--- src/rtl/mult_seq_pkg.sv ---
// Shared types and constants for the multiplier job sequencer:
// operand/product widths, the sequencer FSM state type, the packed
// FIFO entry and the default phase/timeout lengths.
package mult_seq_pkg;

  localparam int OP_W             = 6;
  localparam int PROD_W           = 12;
  localparam int DEF_START_CYCLES = 2;
  localparam int DEF_TIMEOUT      = 64;

  typedef enum logic [1:0] {
    IDLE  = 2'd0,
    START = 2'd1,
    WAIT  = 2'd2
  } seq_state_t;

  // One queued multiplication: multiplicand in the upper half.
  typedef struct packed {
    logic [OP_W-1:0] x;
    logic [OP_W-1:0] y;
  } job_t;

  function automatic job_t pack_job(input logic [OP_W-1:0] x,
                                    input logic [OP_W-1:0] y);
    job_t j;
    j.x = x;
    j.y = y;
    return j;
  endfunction

endpackage

--- src/rtl/mult_seq_fifo.sv ---
// Operand FIFO for the job sequencer. DEPTH entries of W bits,
// registered storage, read data shows the head entry combinationally.
// Full/empty come from read/write pointers carrying one extra wrap bit.
// A push while full is taken only when a pop happens in the same cycle.
module mult_seq_fifo #(
  parameter int DEPTH = 4,
  parameter int W     = 12
) (
  input  logic         clk,
  input  logic         rst,
  input  logic         push,
  input  logic [W-1:0] wdata,
  input  logic         pop,
  output logic [W-1:0] rdata,
  output logic         full,
  output logic         empty
);

  localparam int AW = $clog2(DEPTH);

  logic [AW:0]  wr_ptr;
  logic [AW:0]  rd_ptr;
  logic [W-1:0] mem [DEPTH];
  logic         do_push;
  logic         do_pop;

  assign empty   = (wr_ptr == rd_ptr);
  assign full    = (wr_ptr[AW] != rd_ptr[AW]) &&
                   (wr_ptr[AW-1:0] == rd_ptr[AW-1:0]);
  assign do_pop  = pop && !empty;
  assign do_push = push && (!full || do_pop);
  assign rdata   = mem[rd_ptr[AW-1:0]];

  // Pointer update; the wrap bit distinguishes full from empty.
  always_ff @(posedge clk) begin
    if (rst) begin
      wr_ptr <= '0;
      rd_ptr <= '0;
    end else begin
      if (do_push) wr_ptr <= wr_ptr + 1'b1;
      if (do_pop)  rd_ptr <= rd_ptr + 1'b1;
    end
  end

  // Storage write; contents need no reset since empty masks them.
  always_ff @(posedge clk) begin
    if (do_push) mem[wr_ptr[AW-1:0]] <= wdata;
  end

endmodule

--- src/rtl/mult_job_sequencer.sv ---
// Job feeder / result collector for the 6-bit signed shift-add multiplier.
// Operand pairs are queued in mult_seq_fifo, launched one at a time with a
// START_CYCLES-long mult_start pulse, and the product is captured into a
// single-entry output register.
//
// Optional feature macro: MULT_SEQ_WATCHDOG_EN. When defined, a WAIT-state
// watchdog aborts a job after TIMEOUT cycles without mult_done and reports
// it with out_err=1 and out_result=0. When undefined, WAIT waits forever
// and out_err is constant 0.
//
// Handshake rules (both ports): a transfer happens on a rising clk edge
// where valid and ready are both high. in_ready depends only on FIFO
// fullness, never on in_valid. out_valid, once high, stays high with
// out_result/out_err stable until the edge where out_ready is also high.
module mult_job_sequencer
  import mult_seq_pkg::*;
#(
  parameter int DEPTH        = 4,
  parameter int START_CYCLES = DEF_START_CYCLES,
  parameter int TIMEOUT      = DEF_TIMEOUT
) (
  input  logic              clk,
  input  logic              rst,
  input  logic              in_valid,
  output logic              in_ready,
  input  logic [OP_W-1:0]   in_x,
  input  logic [OP_W-1:0]   in_y,
  output logic              mult_start,
  output logic [OP_W-1:0]   mult_x,
  output logic [OP_W-1:0]   mult_y,
  input  logic              mult_done,
  input  logic [PROD_W-1:0] mult_result,
  output logic              out_valid,
  input  logic              out_ready,
  output logic [PROD_W-1:0] out_result,
  output logic              out_err
);

  // Phase counter counts down from START_CYCLES-1 to 0 while in START.
  localparam int SC_W = (START_CYCLES > 1) ? $clog2(START_CYCLES) : 1;
  localparam logic [SC_W-1:0] PHASE_LOAD = SC_W'(START_CYCLES - 1);

  // Elaboration-time parameter sanity checks.
  if (DEPTH < 2 || (DEPTH & (DEPTH - 1)) != 0) begin : g_bad_depth
    $error("mult_job_sequencer: DEPTH must be a power of two >= 2");
  end
  if (START_CYCLES < 1) begin : g_bad_start
    $error("mult_job_sequencer: START_CYCLES must be >= 1");
  end
  if (TIMEOUT < 1) begin : g_bad_timeout
    $error("mult_job_sequencer: TIMEOUT must be >= 1");
  end

  seq_state_t      state;
  logic [SC_W-1:0] phase_cnt;
  job_t            in_job;
  job_t            head_job;
  logic            fifo_full;
  logic            fifo_empty;
  logic            push;
  logic            launch;
  logic            slot_free;

  assign in_job    = pack_job(in_x, in_y);
  assign in_ready  = !fifo_full;
  assign push      = in_valid && in_ready;
  // The output slot is free when empty or being drained this very edge.
  assign slot_free = !out_valid || out_ready;
  assign launch    = (state == IDLE) && !fifo_empty && slot_free;

  mult_seq_fifo #(
    .DEPTH (DEPTH),
    .W     ($bits(job_t))
  ) u_fifo (
    .clk   (clk),
    .rst   (rst),
    .push  (push),
    .wdata (in_job),
    .pop   (launch),
    .rdata (head_job),
    .full  (fifo_full),
    .empty (fifo_empty)
  );

`ifdef MULT_SEQ_WATCHDOG_EN
  localparam int WD_W = (TIMEOUT > 1) ? $clog2(TIMEOUT) : 1;
  localparam logic [WD_W-1:0] WD_LAST = WD_W'(TIMEOUT - 1);

  logic [WD_W-1:0] wd_cnt;
  logic            err_q;

  assign out_err = err_q;
`else
  assign out_err = 1'b0;
`endif

  // Sequencer FSM plus output register: launch, start pulse, wait, capture.
  always_ff @(posedge clk) begin
    if (rst) begin
      state      <= IDLE;
      phase_cnt  <= '0;
      mult_start <= 1'b0;
      mult_x     <= '0;
      mult_y     <= '0;
      out_valid  <= 1'b0;
      out_result <= '0;
`ifdef MULT_SEQ_WATCHDOG_EN
      wd_cnt     <= '0;
      err_q      <= 1'b0;
`endif
    end else begin
      // Consumer drain; a capture below in the same cycle overrides it.
      if (out_valid && out_ready) begin
        out_valid <= 1'b0;
`ifdef MULT_SEQ_WATCHDOG_EN
        err_q     <= 1'b0;
`endif
      end

      case (state)
        IDLE: begin
          if (launch) begin
            mult_x     <= head_job.x;
            mult_y     <= head_job.y;
            mult_start <= 1'b1;
            phase_cnt  <= PHASE_LOAD;
            state      <= START;
          end
        end

        // mult_done is deliberately ignored here: a level done left over
        // from the previous job must not be mistaken for this job's.
        START: begin
          if (phase_cnt == '0) begin
            mult_start <= 1'b0;
            state      <= WAIT;
`ifdef MULT_SEQ_WATCHDOG_EN
            wd_cnt     <= '0;
`endif
          end else begin
            phase_cnt <= phase_cnt - 1'b1;
          end
        end

        WAIT: begin
          if (mult_done) begin
            out_result <= mult_result;
            out_valid  <= 1'b1;
`ifdef MULT_SEQ_WATCHDOG_EN
            err_q      <= 1'b0;
`endif
            state      <= IDLE;
          end
`ifdef MULT_SEQ_WATCHDOG_EN
          else if (wd_cnt == WD_LAST) begin
            out_result <= '0;
            out_valid  <= 1'b1;
            err_q      <= 1'b1;
            state      <= IDLE;
          end else begin
            wd_cnt <= wd_cnt + 1'b1;
          end
`endif
        end

        default: begin
          mult_start <= 1'b0;
          state      <= IDLE;
        end
      endcase
    end
  end

endmodule

--- config.mk ---
export PLATFORM = sky130hd
export DESIGN_NAME = mult_job_sequencer
export DESIGN_NICKNAME = d
export VERILOG_FILES = /design/src/rtl/mult_seq_pkg.sv /design/src/rtl/mult_seq_fifo.sv /design/src/rtl/mult_job_sequencer.sv
export SDC_FILE = /design/constraint.sdc
export NUM_CORES = 1
export LEC_CHECK = 0
export ABC_AREA = 1
export ABC_CLOCK_PERIOD_IN_PS = 3300
export CAP_MARGIN = 10
export CORE_MARGIN = 2
export CORE_UTILIZATION = 50
export CTS_CLUSTER_DIAMETER = 30
export DETAILED_ROUTE_END_ITERATION = 6
export GPL_ROUTABILITY_DRIVEN = 1
export PLACE_DENSITY = 0.81
export SYNTH_ARGS = -nofsm -noshare
export SYNTH_HDL_FRONTEND = slang
export SYNTH_HIERARCHICAL = 1
export SYNTH_SLANG_ARGS = --single-unit
--- constraint.sdc ---
create_clock -name clk -period 3.3 [get_ports clk]
set_clock_uncertainty 0.05 [all_clocks]
set_input_delay 0.825 -clock clk [delete_from_list [all_inputs] [get_ports clk]]
set_output_delay 0.825 -clock clk [all_outputs]
set_load 0.05 [all_outputs]
==> flow_summary_export.csv, run 1 <==
group,metric,value,unit
outcome,status,"finished, final reports clean",
yosys,synth_xor_area_share,0.961,%
route,drtIter0Drc,188,
yosys,synth_compound_gate_area_share,8.75,%
finish,layout-drive-gt1-share,7.87,%
pwr,leakagePower,0.00179,uW
clock_tree,cts_tree,"done",
yosys,yosysSeqAreaShare,62.0,%
finish,area_growth,25.3,%
worst_hold_path,hp-class,"register to register",
clock_tree,clk_pin_slew_worst_paths,90,ps
global_routing,grt_overflow,0,
yosys,syn_avg_cell_area,9.51,sq um
pwr,p_sw_share,37.3,%
route,wl,7150,microns
yosys,synth.distinct_cells,29,
global_routing,grt.total_usage,19.4,%
critical_path,cp-end-kind,"output pin",
yosys,synth_edf_count,48,
yosys,synthArstFlopShare,0,%
sta,slew_violations,0,
finish,diodes,0,
pwr,comb_power_share,35.2,%
sta,final.min_clock_period,2880,ps
placement,dp_slack,492,ps
sta,setup_slack,417,ps
clock_tree,clockBufferDepth,2,
pwr,finalPower,3440,uW
yosys,yosys_warnings,6,
placement,place_area,4160,sq um
critical_path,critical_path_buf_inv_count,3,
pwr,clkPwrFrac,26.2,%
global_routing,antenna_found_initial,0,
yosys,yosys-top-cells-count,"nand2_1 (66), inv_1 (58), edfxtp_1 (48), nor2_1 (48), dfxtp_1 (37)",
route,drc,0,
sta,worstMarginPinSlew,542,ps
critical_path,path_max_fanout,5,
route,firstDrtPassIters,4,
yosys,ys_top_cells_by_area,"edfxtp_1 (41%), dfxtp_1 (21%), nand2_1 (7.0%)",
yosys,synth_seq_cells,85,
sta,final-hold-violation-count,0,
yosys,syn_nets,404,
critical_path,startpoint_type,"register",
critical_path,criticalPathCategory,"register to output pin",
floorplan,dieArea,7720,sq um
critical_path,slowest_stage,"clkdlybuf4s50_1",
pwr,power.internal,2160,uW
clock_tree,cts_inserted_buffers,9,
critical_path,worstPathArrival,2010,ps
sta,slew_headroom,63.8,%
pwr,power.density,781,nW/um^2
route,vias_per_cell,4.88,
clock_tree,post_cts_buffers,0,
yosys,netlist_instances,370,
placement,place_inst,512,
route,wl_per_cell,13.5,microns
finish,final_cells,528,
clock_tree,cts-root-buf,"clkbuf_8",
clock_tree,h-tree-depth,3,
placement,io_buffers,55,
clock_tree,clkLatencyLatePin,360,ps
floorplan,chipWidth,87.9,microns
flow_run,drv_cap,0,
sta,finalSetupTns,0,ps
yosys,yosys.area_share.simple,17.3,%
clock_tree,ctsHoldBuffers,0,
sta,setup_violations,0,
pwr,max-vdd-ir-drop,0.369,mV
clock_tree,cts_resized,0,
yosys,synth_top_family_by_area,"simple AND/OR/NAND/NOR gates",
sta,max_freq,347,MHz
global_routing,grt_pass1_vias,2343,
critical_path,path_cells,"inv_1, nand2_1, nand2_1, nand2_1, nor2_1, inv_1, clkdlybuf4s50_1",
yosys,synth_top_area_share,41.0,%
critical_path,worst_path_most_repeated_cell,"nand2_1",
pwr,p_seq_share,38.5,%
floorplan,start_util,51.8,%
finish,postLayoutCellArea,4410,sq um
critical_path,critical_path_required,2420,ps
yosys,syn_area,3520,sq um
sta,min_period_over_period,87.4,%
yosys,synthFlopType,"edfxtp_1",
floorplan,core,6790,sq um
placement,dp_hpwl,5030,microns
route,vias,2576,
global_routing,grt_max_degree,26,
floorplan,fp.dieH,87.9,microns
finish,nNetsFinal,461,
sta,rsz0062_at_grt,"no",
yosys,synth_top_area_cell,"edfxtp_1",
global_routing,grt_pass1_wl,11300,microns
yosys,synth_mux_area_share,0,%
pwr,p_sw,1280,uW
critical_path,cp_top_family,"buffers and inverters",
floorplan,num_io_pins,57,
clock_tree,cts.sinks,85,
critical_path,crit_path_max_incr_delay,790,ps
yosys,synthAdderAreaFrac,1.78,%
floorplan,rows,30,
placement,place_congestion,0.837,
route,ant_nets,0,
yosys,yosysMostFrequentCell,"nand2_1",
-- routing by layer --
| metal | global-route usage [%] | vias up | share of wire [%] |
|---|---|---|---|
| li1 | - | 1308 | - |
| met3 | 4.90 | 9 | 6.0 |
| met5 | 0 | - | 0 |
| met2 | 30.8 | 79 | 47 |
| met1 | 26.6 | 1180 | 46 |
| met4 | 5.87 | 0 | 1.1 |
-- sequential cells by signal, summed over array words and instances (netlist names), named ones only --
name           flops
u_fifo/wr_ptr      3
mult_y             6
u_fifo/mem        48
mult_x             6
u_fifo/rd_ptr      3
out_valid          1
phase_cnt          1
mult_start         1
out_result        12
state              2
-- per-stage QoR --
stage | util [%] | hold WS [ps]
CTS | 64.8 | 418
finish | 64.8 | 418
global route | 64.8 | 428
global placement | 61.2 | 401
detailed placement | 61.2 | 404
floorplan | - | 407
-- power groups by stage --
stage,registers [uW],logic [uW],clock network [uW]
after global placement,1350,1170,0
after CTS,1330,1210,918
after detailed placement,1350,1210,0
after global routing,1340,1350,957
final,1330,1210,903
after floorplan,1560,681,0
-- final timing paths --
| check | start | end | slack (ps) | cells after the start |
|---|---|---|---|---|
| hold / removal | out_result[0] | out_result[0] | 420 | 2 |
| hold reg to reg | out_result[0] | out_result[0] | 420 | 2 |
| setup reg to reg | u_fifo/wr_ptr[1] | u_fifo/mem[2][7] | 680 | 13 |
| setup / recovery | u_fifo/wr_ptr[1] | in_ready | 420 | 7 |
-- logic make-up (layout without fill, tap and decap cells) --
kind of cell,after synthesis,count (layout)
DFF,85,85
other,1,1
buffers and inverters,79,141
adders and majority gates,5,5
and+or+nand+nor,139,139
AOI/OAI and AO/OA,58,58
xor gates and xnor gates,3,3
-- worst register-to-register path, delay by kind of cell, from the launching register on --
| kind | cells | cell delay, ps |
|---|---|---|
| flops | 1 | 410 |
| simple gates | 7 | 890 |
| buf+inv | 6 | 960 |
-- final cells by class --
| class | count | area, sq um |
|---|---|---|
| repair buffers | 62 | 603 |
| fillers | 489 | 2390 |
| clock buffers | 9 | 124 |
| multi-input cells | 206 | 1010 |
| well taps | 96 | 120 |
| clock inverters | 7 | 125 |
| flip-flops and latches | 85 | 2180 |
| inverters | 63 | 236 |
-- cells in the final DEF (no fill, tap or decap), types with 4 or more instances in the layout --
cell and count:
o22ai_1 12, a21oi_1 20, nand3_1 5, buf_4 7, nor2_1 48, inv_6 4
inv_1 58, clkbuf_8 9, o21ai_1 15, clkdlybuf4s50_1 55, nand2_1 66, edfxtp_1 48
dfxtp_1 37, o21ai_0 10, nand4_1 12, ha_1 5
Note: power is estimated with default switching activity, not from simulation.
==> run 2: changes to the inputs <==
--- a/config.mk
+++ b/config.mk
@@ -11,9 +11,12 @@
 export CORE_MARGIN = 2
 export CORE_UTILIZATION = 50
 export CTS_CLUSTER_DIAMETER = 30
+export CTS_CLUSTER_SIZE = 28
 export DETAILED_ROUTE_END_ITERATION = 6
 export GPL_ROUTABILITY_DRIVEN = 1
 export PLACE_DENSITY = 0.81
+export SKIP_LAST_GASP = 1
+export SLEW_MARGIN = 15
 export SYNTH_ARGS = -nofsm -noshare
 export SYNTH_HDL_FRONTEND = slang
 export SYNTH_HIERARCHICAL = 1
==> results of run 2 <==
Same layout as run 1: the final DEF is identical, and so are final timing and power.
==> run 3: changes to the inputs <==
--- a/config.mk
+++ b/config.mk
@@ -8,12 +8,12 @@
 export ABC_AREA = 1
 export ABC_CLOCK_PERIOD_IN_PS = 3300
 export CAP_MARGIN = 10
-export CORE_MARGIN = 2
 export CORE_UTILIZATION = 50
 export CTS_CLUSTER_DIAMETER = 30
 export CTS_CLUSTER_SIZE = 28
 export DETAILED_ROUTE_END_ITERATION = 6
 export GPL_ROUTABILITY_DRIVEN = 1
+export MAX_ROUTING_LAYER = met4
 export PLACE_DENSITY = 0.81
 export SKIP_LAST_GASP = 1
 export SLEW_MARGIN = 15
==> constraint.sdc (replaced) <==
create_clock -name clk -period 3.3 [get_ports clk]
set_clock_uncertainty 0.05 [all_clocks]
set_input_delay 0.825 -clock clk [delete_from_list [all_inputs] [get_ports clk]]
set_output_delay 0.825 -clock clk [all_outputs]
set_load 0.005 [all_outputs]
==> run 3 against run 2 <==
  * Critical path depth up 6
  * Non-clock buffer count unchanged
  * Cell count unchanged
  * Critical path type is now register to register
  * Sequential power about the same
  * Worst hold slack about the same
  * Critical endpoint is now u_fifo/mem[2][1]
  * Utilization down 0.88 points
  * Sequential cell count unchanged
  * Global-route usage up 1.4 points
  * Fmax up 11%
  * Largest cell class unchanged
  * Die area down 4.5%
  * Routed wire length down 3.6%
==> flow_summary_export.csv, run 3 (synthesized netlist as in run 1, its figures left out) <==
group,metric,value,unit
outcome,status,"finished, final reports clean",
sta,final-hold-violation-count,0,
critical_path,r2r_setup_slack,710,ps
global_routing,grt_pass1_vias,2349,
global_routing,grt_pass1_wl,11200,microns
clock_tree,clk_pin_slew_worst_paths,100,ps
pwr,max-vdd-ir-drop,0.352,mV
floorplan,start_util,51.8,%
route,vias_per_cell,4.89,
worst_hold_path,hold_path_end,"out_result[8]",
floorplan,core,6790,sq um
critical_path,r2r-start,"u_fifo/wr_ptr[1]",
sta,min_period_over_period,78.6,%
route,ant_nets,0,
global_routing,grt.total_usage,20.9,%
route,wl_per_cell,13.0,microns
critical_path,r2r_cells,13,
finish,area_growth,23.6,%
pwr,p_sw,1090,uW
route,wl,6890,microns
sta,whs,418,ps
route,drc,0,
clock_tree,cts_resized,0,
placement,dp_hpwl,4840,microns
placement,io_buffers,55,
pwr,p_sw_share,35.9,%
critical_path,timing.rr.end,"u_fifo/mem[2][1]",
worst_hold_path,whs_path_depth,2,
sta,finalSetupTns,0,ps
pwr,clkPwrFrac,23.4,%
finish,final_cell_mix,"nand2_1 (66), inv_1 (58), clkdlybuf4s50_1 (55), nor2_1 (48), edfxtp_1 (48)",
clock_tree,clkLatencyLatePin,370,ps
clock_tree,cts-root-buf,"clkbuf_8",
finish,diodes,0,
placement,place_area,4160,sq um
pwr,power.internal,1940,uW
clock_tree,cts_inserted_buffers,9,
floorplan,chipWidth,85.9,microns
sta,slew_violations,0,
worst_hold_path,hp-class,"register to register",
critical_path,path_max_fanout,16,
global_routing,antenna_found_initial,0,
sta,setup_violations,0,
clock_tree,h-tree-depth,3,
critical_path,criticalPathCategory,"register to register",
finish,layout-drive-gt1-share,7.87,%
sta,final.min_clock_period,2590,ps
clock_tree,post_cts_buffers,0,
global_routing,grt_overflow,0,
floorplan,dieArea,7370,sq um
finish,largest_register_ff_count,48,
global_routing,grt_max_degree,26,
placement,place_congestion,0.826,
pwr,power.density,695,nW/um^2
critical_path,critical_path_required,3320,ps
pwr,p_seq_share,43.9,%
clock_tree,cts.sinks,85,
clock_tree,cts_tree,"done",
sta,rsz0062_at_grt,"no",
route,drtIter0Drc,177,
route,firstDrtPassIters,7,
sta,max_freq,386,MHz
critical_path,cp-end-kind,"register",
clock_tree,clockBufferDepth,2,
pwr,leakagePower,0.00175,uW
finish,postLayoutCellArea,4350,sq um
worst_hold_path,holdCritStartpoint,"out_result[8]",
route,vias,2583,
floorplan,fp.dieH,85.9,microns
clock_tree,ctsHoldBuffers,0,
finish,fin_util,64.0,%
critical_path,startpoint_type,"register",
flow_run,drv_cap,0,
critical_path,worstPathArrival,2610,ps
floorplan,rows,30,
finish,nNetsFinal,461,
finish,final_common_cell,"nand2_1",
floorplan,num_io_pins,57,
pwr,comb_power_share,32.7,%
run 3: changes by cell type in the layout (fill, tap and decap cells not counted), sizes merged:
cell	previous run	this run
bufinv	3	0
clkinvlp	0	3
run 3: layout make-up:
cell class	instances	area [sq um]
clock buffer	9	124
clock inverter	7	65.1
fill	533	2450
inverter	63	236
multi-input combinational	206	1010
sequential	85	2180
tap	96	120
timing repair buffer	62	603
run 3: per-stage QoR:
stage,std cells,power (uW),setup WS (ps)
after floorplan,370,2020,723
after global placement,512,2290,538
after detailed placement,512,2330,493
after CTS,528,3040,696
after global routing,528,3240,470
final,528,3020,707
run 3: critical path, stage by stage (launching register included):
cell and delay (ps):
dfxtp_1 400, inv_1 110, nand2_1 70, nand2_1 100
nand3_2 120, inv_1 50, inv_1 320, nand3_4 240
inv_1 190, inv_1 70, nand4_2 130, nand2_2 120
nor2_1 120, buf_4 210
run 3: layer usage:
metal | up-vias | global-route usage, % | share of wire (%)
met3 | 12 | 5.00 | 6.4
met5 | - | - | 0
met4 | 0 | 9.09 | 2.0
met1 | 1172 | 28.2 | 46
li1 | 1317 | - | -
met2 | 82 | 30.0 | 45
run 3: power by group through the flow:
stage               sequential, uW  combinational [uW]  clock (uW)
floorplan                     1350                 677           0
global placement              1350                 947           0
detailed placement            1350                 982           0
CTS                           1330                 988         720
global route                  1340                1130         767
finish                        1330                 987         707
run 3: worst max-delay path by stage:
stage	start	end	slack (ps)	cells after the start
floorplan	out_ready	u_fifo/mem[0][0]	720	9
global placement	out_ready	u_fifo/mem[3][6]	540	10
detailed placement	out_ready	u_fifo/mem[2][4]	490	10
CTS	u_fifo/wr_ptr[1]	in_ready	700	7
global route	u_fifo/wr_ptr[1]	u_fifo/mem[3][0]	470	13
finish	u_fifo/wr_ptr[1]	u_fifo/mem[2][1]	710	13
